$ cat src/rtl/fetch_unit.sv
// fetch_unit: instruction fetch stage.
// Owns the program counter, reads instruction words through BRAM port A, which has a
// 1-cycle synchronous read. Fetched words go to decode over a valid/ready handshake.
// A redirect flushes everything fetched so far and restarts fetch at a new PC.
//
// Optional feature macro: FETCH_PREFETCH_EN
//   undefined : 3-state FSM that delivers 1 instruction per 2 cycles.
//   defined   : 2-entry {inst,pc} FIFO plus an in-flight flag that delivers 1 instruction
//               per cycle.
//
// Ports
//   i_clk, i_rst        clock (rising edge), asynchronous active-low reset
//   i_redirect(_pc)     load PC from i_redirect_pc and flush
//   i_mem_data          BRAM port A read data, one cycle after o_mem_addr
//   o_mem_addr          BRAM port A address (the fetch PC)
//   o_mem_write         BRAM port A write enable, always 0
//   o_inst, o_pc        fetched instruction and its word address
//   o_valid, i_ready    handshake; a transfer happens when o_valid & i_ready

`ifndef DATA_WIDTH
`define DATA_WIDTH 32
`endif
`ifndef ADDR_WIDTH
`define ADDR_WIDTH 10
`endif

module fetch_unit #(
  parameter int unsigned           DATA_WIDTH = `DATA_WIDTH,
  parameter int unsigned           ADDR_WIDTH = `ADDR_WIDTH,
  parameter logic [ADDR_WIDTH-1:0] RESET_PC   = '0
) (
  input  logic                  i_clk,
  input  logic                  i_rst,
  input  logic                  i_redirect,
  input  logic [ADDR_WIDTH-1:0] i_redirect_pc,
  input  logic [DATA_WIDTH-1:0] i_mem_data,
  output logic [ADDR_WIDTH-1:0] o_mem_addr,
  output logic                  o_mem_write,
  output logic [DATA_WIDTH-1:0] o_inst,
  output logic [ADDR_WIDTH-1:0] o_pc,
  output logic                  o_valid,
  input  logic                  i_ready
);

  logic [ADDR_WIDTH-1:0] fetch_pc_q, fetch_pc_d;

  assign o_mem_addr  = fetch_pc_q;
  assign o_mem_write = 1'b0;

`ifdef FETCH_PREFETCH_EN

  logic [1:0][DATA_WIDTH-1:0] fifo_inst_q, fifo_inst_d;
  logic [1:0][ADDR_WIDTH-1:0] fifo_pc_q, fifo_pc_d;
  logic                       rd_ptr_q, rd_ptr_d;
  logic                       wr_ptr_q, wr_ptr_d;
  logic [1:0]                 count_q, count_d;
  logic                       inflight_q, inflight_d;
  logic [ADDR_WIDTH-1:0]      req_pc_q, req_pc_d;
  logic                       pop, issue;
  logic [2:0]                 occ;

  always_comb begin
    pop   = (count_q != 2'd0) & i_ready;
    // Slots already committed after this cycle's pop. A new read is issued only if its
    // response is guaranteed a free slot.
    occ   = 3'(count_q) + 3'(inflight_q) - 3'(pop);
    issue = occ < 3'd2;

    fifo_inst_d = fifo_inst_q;
    fifo_pc_d   = fifo_pc_q;
    rd_ptr_d    = rd_ptr_q;
    wr_ptr_d    = wr_ptr_q;
    count_d     = count_q;
    inflight_d  = inflight_q;
    req_pc_d    = req_pc_q;
    fetch_pc_d  = fetch_pc_q;

    if (i_redirect) begin
      // Drop the queue and the in-flight response.
      count_d    = 2'd0;
      inflight_d = 1'b0;
      rd_ptr_d   = 1'b0;
      wr_ptr_d   = 1'b0;
      fetch_pc_d = i_redirect_pc;
    end else begin
      if (inflight_q) begin
        fifo_inst_d[wr_ptr_q] = i_mem_data;
        fifo_pc_d[wr_ptr_q]   = req_pc_q;
        wr_ptr_d              = ~wr_ptr_q;
      end
      if (pop) begin
        rd_ptr_d = ~rd_ptr_q;
      end
      count_d    = count_q + 2'(inflight_q) - 2'(pop);
      inflight_d = issue;
      if (issue) begin
        fetch_pc_d = fetch_pc_q + ADDR_WIDTH'(1);
        req_pc_d   = fetch_pc_q;
      end
    end
  end

  always_ff @(posedge i_clk or negedge i_rst) begin
    if (!i_rst) begin
      fifo_inst_q <= '0;
      fifo_pc_q   <= '0;
      rd_ptr_q    <= 1'b0;
      wr_ptr_q    <= 1'b0;
      count_q     <= 2'd0;
      inflight_q  <= 1'b0;
      req_pc_q    <= '0;
      fetch_pc_q  <= RESET_PC;
    end else begin
      fifo_inst_q <= fifo_inst_d;
      fifo_pc_q   <= fifo_pc_d;
      rd_ptr_q    <= rd_ptr_d;
      wr_ptr_q    <= wr_ptr_d;
      count_q     <= count_d;
      inflight_q  <= inflight_d;
      req_pc_q    <= req_pc_d;
      fetch_pc_q  <= fetch_pc_d;
    end
  end

  assign o_valid = (count_q != 2'd0);
  assign o_inst  = fifo_inst_q[rd_ptr_q];
  assign o_pc    = fifo_pc_q[rd_ptr_q];

`else

  typedef enum logic [1:0] {StIssue, StWait, StHold} state_e;

  state_e                state_q, state_d;
  logic [DATA_WIDTH-1:0] inst_q, inst_d;
  logic [ADDR_WIDTH-1:0] pc_q, pc_d;
  logic                  valid_q, valid_d;

  always_comb begin
    state_d    = state_q;
    fetch_pc_d = fetch_pc_q;
    inst_d     = inst_q;
    pc_d       = pc_q;
    valid_d    = valid_q;

    if (i_redirect) begin
      fetch_pc_d = i_redirect_pc;
      valid_d    = 1'b0;
      state_d    = StIssue;
    end else begin
      unique case (state_q)
        StIssue: state_d = StWait;
        StWait: begin
          inst_d     = i_mem_data;
          pc_d       = fetch_pc_q;
          valid_d    = 1'b1;
          fetch_pc_d = fetch_pc_q + ADDR_WIDTH'(1);
          state_d    = StHold;
        end
        StHold: begin
          // The incremented PC is already on the address bus, so its read was issued this
          // cycle. Its data arrives in the following StWait cycle.
          if (i_ready) begin
            valid_d = 1'b0;
            state_d = StWait;
          end
        end
        default: state_d = StIssue;
      endcase
    end
  end

  always_ff @(posedge i_clk or negedge i_rst) begin
    if (!i_rst) begin
      state_q    <= StIssue;
      fetch_pc_q <= RESET_PC;
      inst_q     <= '0;
      pc_q       <= '0;
      valid_q    <= 1'b0;
    end else begin
      state_q    <= state_d;
      fetch_pc_q <= fetch_pc_d;
      inst_q     <= inst_d;
      pc_q       <= pc_d;
      valid_q    <= valid_d;
    end
  end

  assign o_valid = valid_q;
  assign o_inst  = inst_q;
  assign o_pc    = pc_q;

`endif

endmodule

$ cat config.mk
export PLATFORM = sky130hd
export DESIGN_NAME = fetch_unit
export DESIGN_NICKNAME = d
export VERILOG_FILES = /design/src/rtl/fetch_unit.sv
export SDC_FILE = /design/constraint.sdc
export NUM_CORES = 1
export LEC_CHECK = 0
export CAP_MARGIN = 30
export CORE_ASPECT_RATIO = 2
export CORE_MARGIN = 2
export CORE_UTILIZATION = 45
export CTS_BUF_LIST = sky130_fd_sc_hd__clkbuf_8 sky130_fd_sc_hd__clkbuf_16
export DETAILED_ROUTE_END_ITERATION = 8
export PLACE_DENSITY = 0.83
export RECOVER_POWER = 100
export SLEW_MARGIN = 5
export SYNTH_ARGS = -nofsm -noshare
export SYNTH_HDL_FRONTEND = slang
export SYNTH_SLANG_ARGS = --single-unit
$ cat constraint.sdc
create_clock -name i_clk -period 2.45 [get_ports i_clk]
set_input_delay 0.3675 -clock i_clk [delete_from_list [all_inputs] [get_ports i_clk]]
set_output_delay 0.3675 -clock i_clk [all_outputs]
set_load 0.005 [all_outputs]
==> impl_metrics.ini, run 1 <==
[run_status]
outcome = finished clean

[yosys]
yosysUniqueCellTypes = 30
synthAdderAreaFrac_pct = 0.549
synth-seq-cells = 55
synth_xor_area_share_pct = 0.768
synth-main-ff-cell = dfrtp_1
synth-compound-area-share_pct = 4.67
yosysTopAreaCell = dfrtp_1
synth_edf_count = 0
seq_area_frac_synth_pct = 60.4
synth_nets = 212
synthesis.area_um2 = 2280
synth.area.top_cells = dfrtp_1 60%, mux2_2 15%, mux2_1 5.4%
synth_warnings = 0
synth_top_cell_area_share_pct = 60.4
syn-instance-count = 165
yosys.area_share.simple_pct = 9.66
synth_top_family_by_area = multiplexers
yosysMostFrequentCell = dfrtp_1
syn_avg_cell_area_um2 = 13.8
async_reset_ff_share_pct = 100
synthTopCellsByCount = 55 x dfrtp_1, 31 x mux2_2, 11 x mux2_1
synthMuxAreaShare_pct = 21.2

[power]
powerDensity_nw_per_um2 = 745
vdd_drop_max_mv = 0.732
p_leak_nw = 1.42

[layout]
drive_above_1_share_pct = 16.0
diodes = 0
syn_to_final_growth_pct = 49.8
fill_cells = 360
final_cell_area_um2 = 3420
fin_nets = 315
multi_input_area_um2 = 848
regArea_um2 = 1380

[clock_tree]
cts_buffer_depth = 2
cts_buffers = 5
ctsHtreeMaxLevel = 2
insertion_delay_ns = 0.30
path_clk_slew_ns = 0.09
cts_tree = done
numClockSinks = 55
cts-root-buf = clkbuf_8
cts_resized = 0

[worst_setup_path]
start_kind = flop
arrival_ns = 2.18
cp_max_fo = 16
end_kind = flop
cp.required_ns = 2.64
worst-setup-path-type = flop to flop

[drt]
vias = 1734
wl_per_cell_um = 16.2
via_per_inst = 5.34
final_antenna_net_count = 0
drc_errors = 0
drt-total-wl_um = 5270
drt-pass1-iter-count = 4
drt_first_iter_violations = 25

[placement]
numPortBuffers = 98
hpwl_um = 4010
place_area_um2 = 3320
gp_congestion = 0.738

[run]
maxCapViolations = 0

[grt]
grt_max_degree = 32
first_global_vias = 1733
grt.total_usage_pct = 20.2
antenna_found_initial = 0
grt_pass1_wl_um = 8400
grt-ovfl-total = 0

[floorplanning]
rows = 36
initial_utilization_pct = 46.9
core_area_um2 = 4860
die_h_um = 105
die-area_um2 = 5690
ios = 100
die_w_um = 54.3

[sta]
finalCritPeriodShare_pct = 81.4
slew_headroom_pct = 35.8
tightest_slew_ns = 0.963
maxSlewViolCount = 0
period_needed_ns = 2.00
hold_violations = 0
timing.fmax_mhz = 501
rsz0062_at_grt = no
finClkSkew_ns = 0.00422
setup_viol = 0
fin_setup_tns_ns = 0

[min_path]
hold_class = flop to flop
critical path: stages (launching register included):
cell and delay (ns):
dfrtp_1 0.52, nand2b_1 0.17, nor2_4 0.12, clkbuf_1 0.66, mux2_2 0.42
cell usage in the layout, fill, tap and decap left out:
cell type / instances
clkbuf_2: 2
nand3b_1: 1
conb_1: 1
clkbuf_8: 5
nand4b_2: 1
a31oi_1: 4
or3_1: 1
inv_1: 4
nand3_1: 7
clkdlybuf4s50_1: 42
clkbuf_1: 4
nor2_1: 4
ha_1: 1
o31ai_1: 3
mux2i_1: 1
o21ai_0: 4
bufinv_16: 1
nor3_1: 1
dfrtp_1: 55
xnor2_1: 1
xor2_1: 1
nor2_4: 1
o221a_2: 1
mux2_2: 31
nand4_1: 1
nand4b_4: 1
nand2_1: 8
mux2_1: 11
nand2b_1: 2
o211ai_1: 3
a21oi_1: 1
or4_1: 6
nor2b_1: 2
dlygate4sd3_1: 56
path summary, 6_finish.rpt:
check	startpoint	endpoint	slack, ns	depth (start not counted)
setup / recovery	state_q[0]	o_inst[3]	0.45	4
max in group asynchronous	i_rst	o_pc[4]	0.76	3
setup reg to reg	state_q[0]	o_inst[3]	0.45	4
hold / removal	o_inst[7]	o_inst[7]	0.48	1
hold reg to reg	o_inst[7]	o_inst[7]	0.48	1
min in group asynchronous	i_rst	o_inst[5]	0.49	2
metrics by stage:
step                      utilization [%]  setup WS (ns)  total power, mW  hold slack [ns]  std cells
final                                70.2          0.455             2.54            0.484        325
after global routing                 70.2          0.331             2.70            0.514        325
after CTS                            70.6          0.654             2.68            0.413        325
after detailed placement             68.3          0.632             2.10            0.212        317
after global placement               68.3          0.675             2.07            0.208        317
after floorplan                         -          0.996             1.52           0.0719        165
cells by family after synthesis:
group | Yosys count
AND/OR/NAND/NOR | 36
other | 1
XOR/XNOR | 2
multiplexers | 43
buffers and inverters | 11
AO/OA/AOI/OAI | 16
flip-flops | 55
adder cells (fa/ha/maj) | 1
what timing repair did:
item / 4_1_cts / 5_1_grt
hold buffers: 1 / 0
endpoints found under the hold margin: 6 / 0
setup buffers: 0 / 0
area by class of cell:
type	instances	area share [%]
sequential	55	40.3
timing repair buffer	104	29.5
multi-input combinational	99	24.8
tap	57	2.09
clock buffer	5	2.01
clock inverter	2	0.989
inverter	3	0.330
routing by layer:
layer | vias to the layer above | GRT usage [%] | routed length, um
met4 | 0 | 9.46 | 191
met5 | - | 0 | 0
met1 | 858 | 22.5 | 1850
met3 | 13 | 3.43 | 244
met2 | 65 | 34.9 | 2990
li1 | 798 | - | -
where the power goes:
| part | internal, mW | leakage [nW] | switching, mW |
|---|---|---|---|
| sequential | 1.12 | 0.650 | 0.127 |
| combinational | 0.495 | 0.712 | 0.238 |
| clock | 0.296 | 0.0554 | 0.270 |
| total | 1.91 | 1.42 | 0.635 |
state kept, by name, summed over array words and instances, names as in the netlist:
register	count
o_inst	32
o_mem_addr	10
state_q	2
o_valid	1
o_pc	10
Note: power is estimated with default switching activity, not from simulation.
==> inputs of run 2 (changes only) <==
--- a/config.mk
+++ b/config.mk
@@ -8,10 +8,10 @@
 export CAP_MARGIN = 30
 export CORE_ASPECT_RATIO = 2
 export CORE_MARGIN = 2
-export CORE_UTILIZATION = 45
+export CORE_UTILIZATION = 42
 export CTS_BUF_LIST = sky130_fd_sc_hd__clkbuf_8 sky130_fd_sc_hd__clkbuf_16
 export DETAILED_ROUTE_END_ITERATION = 8
-export PLACE_DENSITY = 0.83
+export PLACE_DENSITY = 0.78
 export RECOVER_POWER = 100
 export SLEW_MARGIN = 5
 export SYNTH_ARGS = -nofsm -noshare
==> constraint.sdc (replaced) <==
create_clock -name i_clk -period 1.9 [get_ports i_clk]
set_input_delay 0.285 -clock i_clk [delete_from_list [all_inputs] [get_ports i_clk]]
set_output_delay 0.285 -clock i_clk [all_outputs]
set_load 0.005 [all_outputs]
==> run 2 against run 1 <==
  * Flip-flop and latch count unchanged
  * Design area is 1.4% higher
  * Worst hold slack improved by 0.0026 ns
  * Clock-buffer cell count stayed put
  * Combinational power is 30% higher
  * Sequential share of layout area decreased by 0.54 points
  * Die area grew 6.7%
  * Sequential power is 28% higher
  * Clock power is 56% higher
  * Utilization down 5.2 points
  * Via count down 1.3%
  * Critical endpoint is now o_mem_addr[2]
  * Largest cell class unchanged
==> impl_metrics.ini, run 2 (synthesis gave the netlist of run 1 again) <==
[sta]
finClkSkew_ns = 0.00298
setup_viol = 0
finalCritPeriodShare_pct = 91.2
hold_violations = 0
fin_ws_ns = 0.168
fin_setup_tns_ns = 0
rsz0062_at_grt = no
slew_headroom_pct = 17.8
tightest_slew_ns = 1.23
maxSlewViolCount = 0
timing.fmax_mhz = 577
period_needed_ns = 1.73

[drt]
drt_first_iter_violations = 55
via_per_inst = 5.22
wl_per_cell_um = 15.7
drc_errors = 0
drt-pass1-iter-count = 4
drt-total-wl_um = 5150
vias = 1712
final_antenna_net_count = 0

[worst_setup_path]
cp_max_fo = 8
end_kind = output port
cp.required_ns = 1.62
cp.depth = 1
cp-endpoint = o_mem_addr[2]
path_cells = dlygate4sd3_1
r2r_slack_ns = 0.19
timing.rr.end = o_inst[31]
path_buf_inv = 1
start_kind = flop
crit_start = o_mem_addr[2]
critical-path-max-stage-delay_ns = 0.62
rr_startpoint = state_q[1]
crit_family = buffers and inverters
rr_worst_depth = 4
arrival_ns = 1.45
worst-setup-path-type = flop to output port
crit_slowest_cell = dlygate4sd3_1

[floorplanning]
rows = 38
initial_utilization_pct = 42.8
ios = 100
die_h_um = 108
die_w_um = 56.1
core_area_um2 = 5330
die-area_um2 = 6070

[layout]
syn_to_final_growth_pct = 51.9
diodes = 0
drive_above_1_share_pct = 16.4
finalNonFillerCells = 328
final_cell_mix = 55 x dlygate4sd3_1, 55 x dfrtp_1, 43 x clkdlybuf4s50_1, 31 x mux2_2, 11 x mux2_1
fin_nets = 314
largest_reg_flops = 32

[placement]
hpwl_um = 3830
gp_congestion = 0.810
dp_worst_setup_slack_ns = 0.211
placedCellCount = 319
numPortBuffers = 98

[grt]
first_global_vias = 1804
grt_pass1_wl_um = 8670
antenna_found_initial = 0
grt.total_usage_pct = 18.1
grt_max_degree = 35
grt-ovfl-total = 0

[clock_tree]
path_clk_slew_ns = 0.09
cts-root-buf = clkbuf_8
numClockSinks = 55
cts_tree = done
insertion_delay_ns = 0.30
cts_buffers = 5
cts_buffer_depth = 2
post_cts_buffers = 0
ctsHtreeMaxLevel = 2
cts_resized = 0

[run_status]
outcome = finished clean

[run]
maxCapViolations = 0

[power]
powerDensity_nw_per_um2 = 993
p_leak_nw = 1.42
finalPower_mw = 3.44
vdd_drop_max_mv = 0.653

[min_path]
hold_class = flop to flop
run 2: cell type report:
type	count	area, um^2
Clock buffer	5	68.8
Clock inverter	3	63.8
Fill cell	432	1860
Inverter	3	11.3
Multi-Input combinational cell	99	827
Sequential cell	55	1380
Tap cell	60	75.1
Timing Repair Buffer	103	1040
run 2: worst min-delay path by stage:
stage	startpoint	to	slack, ns	cells past startpoint
3_3_place_gp	i_rst	o_inst[27]	0.28	1
2_1_floorplan	i_rst	o_inst[0]	-0.01	0
3_5_place_dp	i_rst	o_inst[21]	0.29	1
4_1_cts	i_rst	o_inst[21]	0.49	2
5_1_grt	o_pc[4]	o_pc[4]	0.52	1
6_report	o_inst[7]	o_inst[7]	0.49	1
run 2: through the flow:
stage	util (%)	area (um^2)	hold WS [ns]
final	65.0	3460	0.487
after global routing	65.0	3460	0.517
after CTS	65.7	3500	0.487
after detailed placement	63.0	3350	0.290
after global placement	63.0	3350	0.281
after floorplan	-	2280	-0.0106
run 2: what timing repair did:
action,in CTS,in global routing
setup endpoints to repair,0,0
hold endpoints to repair,21,0
hold buffers,1,0
run 2: where the power goes:
part	leakage [nW]	switching (mW)	internal (mW)
combinational	0.704	0.306	0.646
clock	0.0695	0.364	0.521
sequential	0.650	0.158	1.44
run 2: layer usage:
metal | vias to the layer above | track usage [%] | routed length (um)
met3 | 6 | 5.14 | 462
met4 | 0 | 6.80 | 80
li1 | 798 | - | -
met1 | 817 | 21.7 | 2140
met5 | - | 0 | 0
met2 | 91 | 30.5 | 2460
run 2: worst register-to-register path: stages, from the launching register on:
cell and delay (ns):
dfrtp_1 0.44, nand2b_1 0.23, nor2_4 0.19, clkbuf_4 0.35
mux2_2 0.38
==> inputs of run 3 (changes only) <==
--- a/config.mk
+++ b/config.mk
@@ -5,14 +5,15 @@
 export SDC_FILE = /design/constraint.sdc
 export NUM_CORES = 1
 export LEC_CHECK = 0
+export ABC_AREA = 1
 export CAP_MARGIN = 30
 export CORE_ASPECT_RATIO = 2
 export CORE_MARGIN = 2
-export CORE_UTILIZATION = 42
+export CORE_UTILIZATION = 38
 export CTS_BUF_LIST = sky130_fd_sc_hd__clkbuf_8 sky130_fd_sc_hd__clkbuf_16
 export DETAILED_ROUTE_END_ITERATION = 8
-export PLACE_DENSITY = 0.78
-export RECOVER_POWER = 100
+export PLACE_DENSITY = 0.73
+export RECOVER_POWER = 50
 export SLEW_MARGIN = 5
 export SYNTH_ARGS = -nofsm -noshare
 export SYNTH_HDL_FRONTEND = slang
==> constraint.sdc (replaced) <==
create_clock -name i_clk -period 1.45 [get_ports i_clk]
set_input_delay 0.2175 -clock i_clk [delete_from_list [all_inputs] [get_ports i_clk]]
set_output_delay 0.2175 -clock i_clk [all_outputs]
set_load 0.005 [all_outputs]
==> run 3 against run 2 <==
  * Area after synthesis rose by 5.6%
  * Die area is 16% higher
  * Flip-flop and latch count stayed put
  * Power up 35%
  * Utilization is 5.8 points lower
  * First-iteration DRC count up 150%
  * Clock skew up 0.0014 ns
  * Clock power is 30% higher
  * Critical path type unchanged
  * Global-route usage fell by 0.18 points
  * Clock-buffer cell count stayed put
  * Worst hold slack worse by 0.032 ns
  * Combinational power rose by 49%
==> impl_metrics.ini, run 3 <==
[floorplanning]
die-area_um2 = 7030
initial_utilization_pct = 38.8
core_area_um2 = 6210
ios = 100
die_h_um = 117
die_w_um = 60.3
rows = 41

[drt]
drt-pass1-iter-count = 4
drt_first_iter_violations = 136
via_per_inst = 4.59
wl_per_cell_um = 12.4
final_antenna_net_count = 0
drt-total-wl_um = 5940
drc_errors = 0
vias = 2208

[layout]
final_cell_mix = 142 x nand2_1, 95 x clkdlybuf4s50_1, 51 x dfrtp_1, 20 x inv_1, 19 x nand3_1
fin_nets = 441
diodes = 0
final_cell_area_um2 = 3680
postLayoutCoreUtil_pct = 59.2
finalNonFillerCells = 481
layout_commonest_cell = nand2_1
drive_above_1_share_pct = 7.34
largest_reg_flops = 32
syn_to_final_growth_pct = 52.7

[min_path]
whs_endpoint = o_inst[13]
hold_depth = 3
hold_class = primary input to flop
min_from = i_mem_data[13]

[worst_setup_path]
r2r_slack_ns = 0.12
timing.rr.end = o_mem_addr[3]
cp.required_ns = 1.23
rr_startpoint = state_q[1]
critical-path-max-stage-delay_ns = 0.52
path_cells = clkdlybuf4s50_1
path_buf_inv = 1
crit_slowest_cell = clkdlybuf4s50_1
cp_max_fo = 4
worst-setup-path-type = flop to output port
crit_family = buffers and inverters
arrival_ns = 1.20
start_kind = flop
end_kind = output port
rr_worst_depth = 6

[placement]
dp_worst_setup_slack_ns = 0.0102
gp_congestion = 0.870
placedCellCount = 466
numPortBuffers = 98
hpwl_um = 4190
place_area_um2 = 3520

[clock_tree]
cts_tree = done
numClockSinks = 55
cts_buffer_depth = 2
path_clk_slew_ns = 0.07
cts-root-buf = clkbuf_16
ctsHtreeMaxLevel = 2
insertion_delay_ns = 0.29
cts_buffers = 5

[sta]
fin_ws_ns = 0.0298
timing.fmax_mhz = 704
whs_ns = 0.455
fin_setup_tns_ns = 0
slew_headroom_pct = 50.4
setup_viol = 0
period_needed_ns = 1.42
rsz0062_at_grt = no
finClkSkew_ns = 0.00438
hold_violations = 0
maxSlewViolCount = 0
finalCritPeriodShare_pct = 97.9
tightest_slew_ns = 0.745

[yosys]
synth_edf_count = 0
yosysUniqueCellTypes = 24
synth-seq-cells = 55
synth_top_cell_area_share_pct = 57.2
synthTopCellsByCount = 142 x nand2_1, 55 x dfrtp_1, 19 x inv_1, 19 x nand3_1, 12 x nor2_1
yosysTopAreaCell = dfrtp_1
async_reset_ff_share_pct = 100
seq_area_frac_synth_pct = 57.2
syn-instance-count = 286
synth-main-ff-cell = dfrtp_1
synthesis.area_um2 = 2410
synth_nets = 333
synth.area.top_cells = dfrtp_1 57%, nand2_1 22%, nand3_1 4.0%
syn_avg_cell_area_um2 = 8.42
yosysMostFrequentCell = nand2_1
synth_warnings = 0

[run]
maxCapViolations = 0

[power]
powerDensity_nw_per_um2 = 1260
finalPower_mw = 4.65
vdd_drop_max_mv = 0.701
p_leak_nw = 1.79

[grt]
grt.total_usage_pct = 17.9
antenna_found_initial = 0
grt-ovfl-total = 0
grt_pass1_wl_um = 9900
grt_max_degree = 56
first_global_vias = 2222

[run_status]
outcome = finished clean
## run 3: changes by cell type after synthesis, sizes merged, moves of 7 or more
cell and delta:
inv +17, nand2 +135, mux2 -42, buf +7
nand3 +13, nor2 +8
## run 3: layout make-up
| type | count | area (um^2) |
|---|---|---|
| Fill cell | 545 | 2530 |
| Sequential cell | 55 | 1380 |
| Timing Repair Buffer | 113 | 1100 |
| Multi-Input combinational cell | 199 | 871 |
| Clock buffer | 5 | 125 |
| Tap cell | 86 | 108 |
| Inverter | 20 | 75.1 |
| Clock inverter | 3 | 16.3 |
## run 3: worst max path at each step
stage	start	to	depth (start not counted)
floorplan	o_mem_addr[1]	o_mem_addr[8]	6
global placement	i_redirect	o_inst[25]	6
detailed placement	i_redirect	o_inst[23]	6
CTS	o_mem_addr[4]	o_mem_addr[4]	1
global route	o_mem_addr[7]	o_mem_addr[7]	1
finish	o_mem_addr[7]	o_mem_addr[7]	1
## run 3: cell families after synthesis
| logic type | synth area share, % |
|---|---|
| multiplexers | 0.416 |
| buffers and inverters | 6.65 |
| AO/OA/AOI/OAI | 3.90 |
| flip-flops | 57.2 |
| AND/OR/NAND/NOR | 30.8 |
| XOR/XNOR | 0.364 |
| adder cells (fa/ha/maj) | 0.520 |
| other | 0.156 |
## run 3: timing repair
item,4_1_cts,5_1_grt
setup buffers,3,3
cloned,0,0
pin swaps,0,0
endpoints found under the hold margin,55,0
setup endpoints to repair,6,4
resized for setup,5,1
hold buffers,1,0
## run 3: power by group
part,switching (mW),total [mW],internal [mW],leakage (nW)
combinational,0.549,1.42,0.872,1.05
sequential,0.202,2.07,1.87,0.677
clock,0.522,1.15,0.631,0.0710
total,1.27,4.65,3.37,1.79
## run 3: per-layer routing
metal	share of wire, %	global-route usage [%]
met1	45	23.2
met2	45	29.1
met3	9.0	4.43
met4	1.0	5.48
met5	0	0
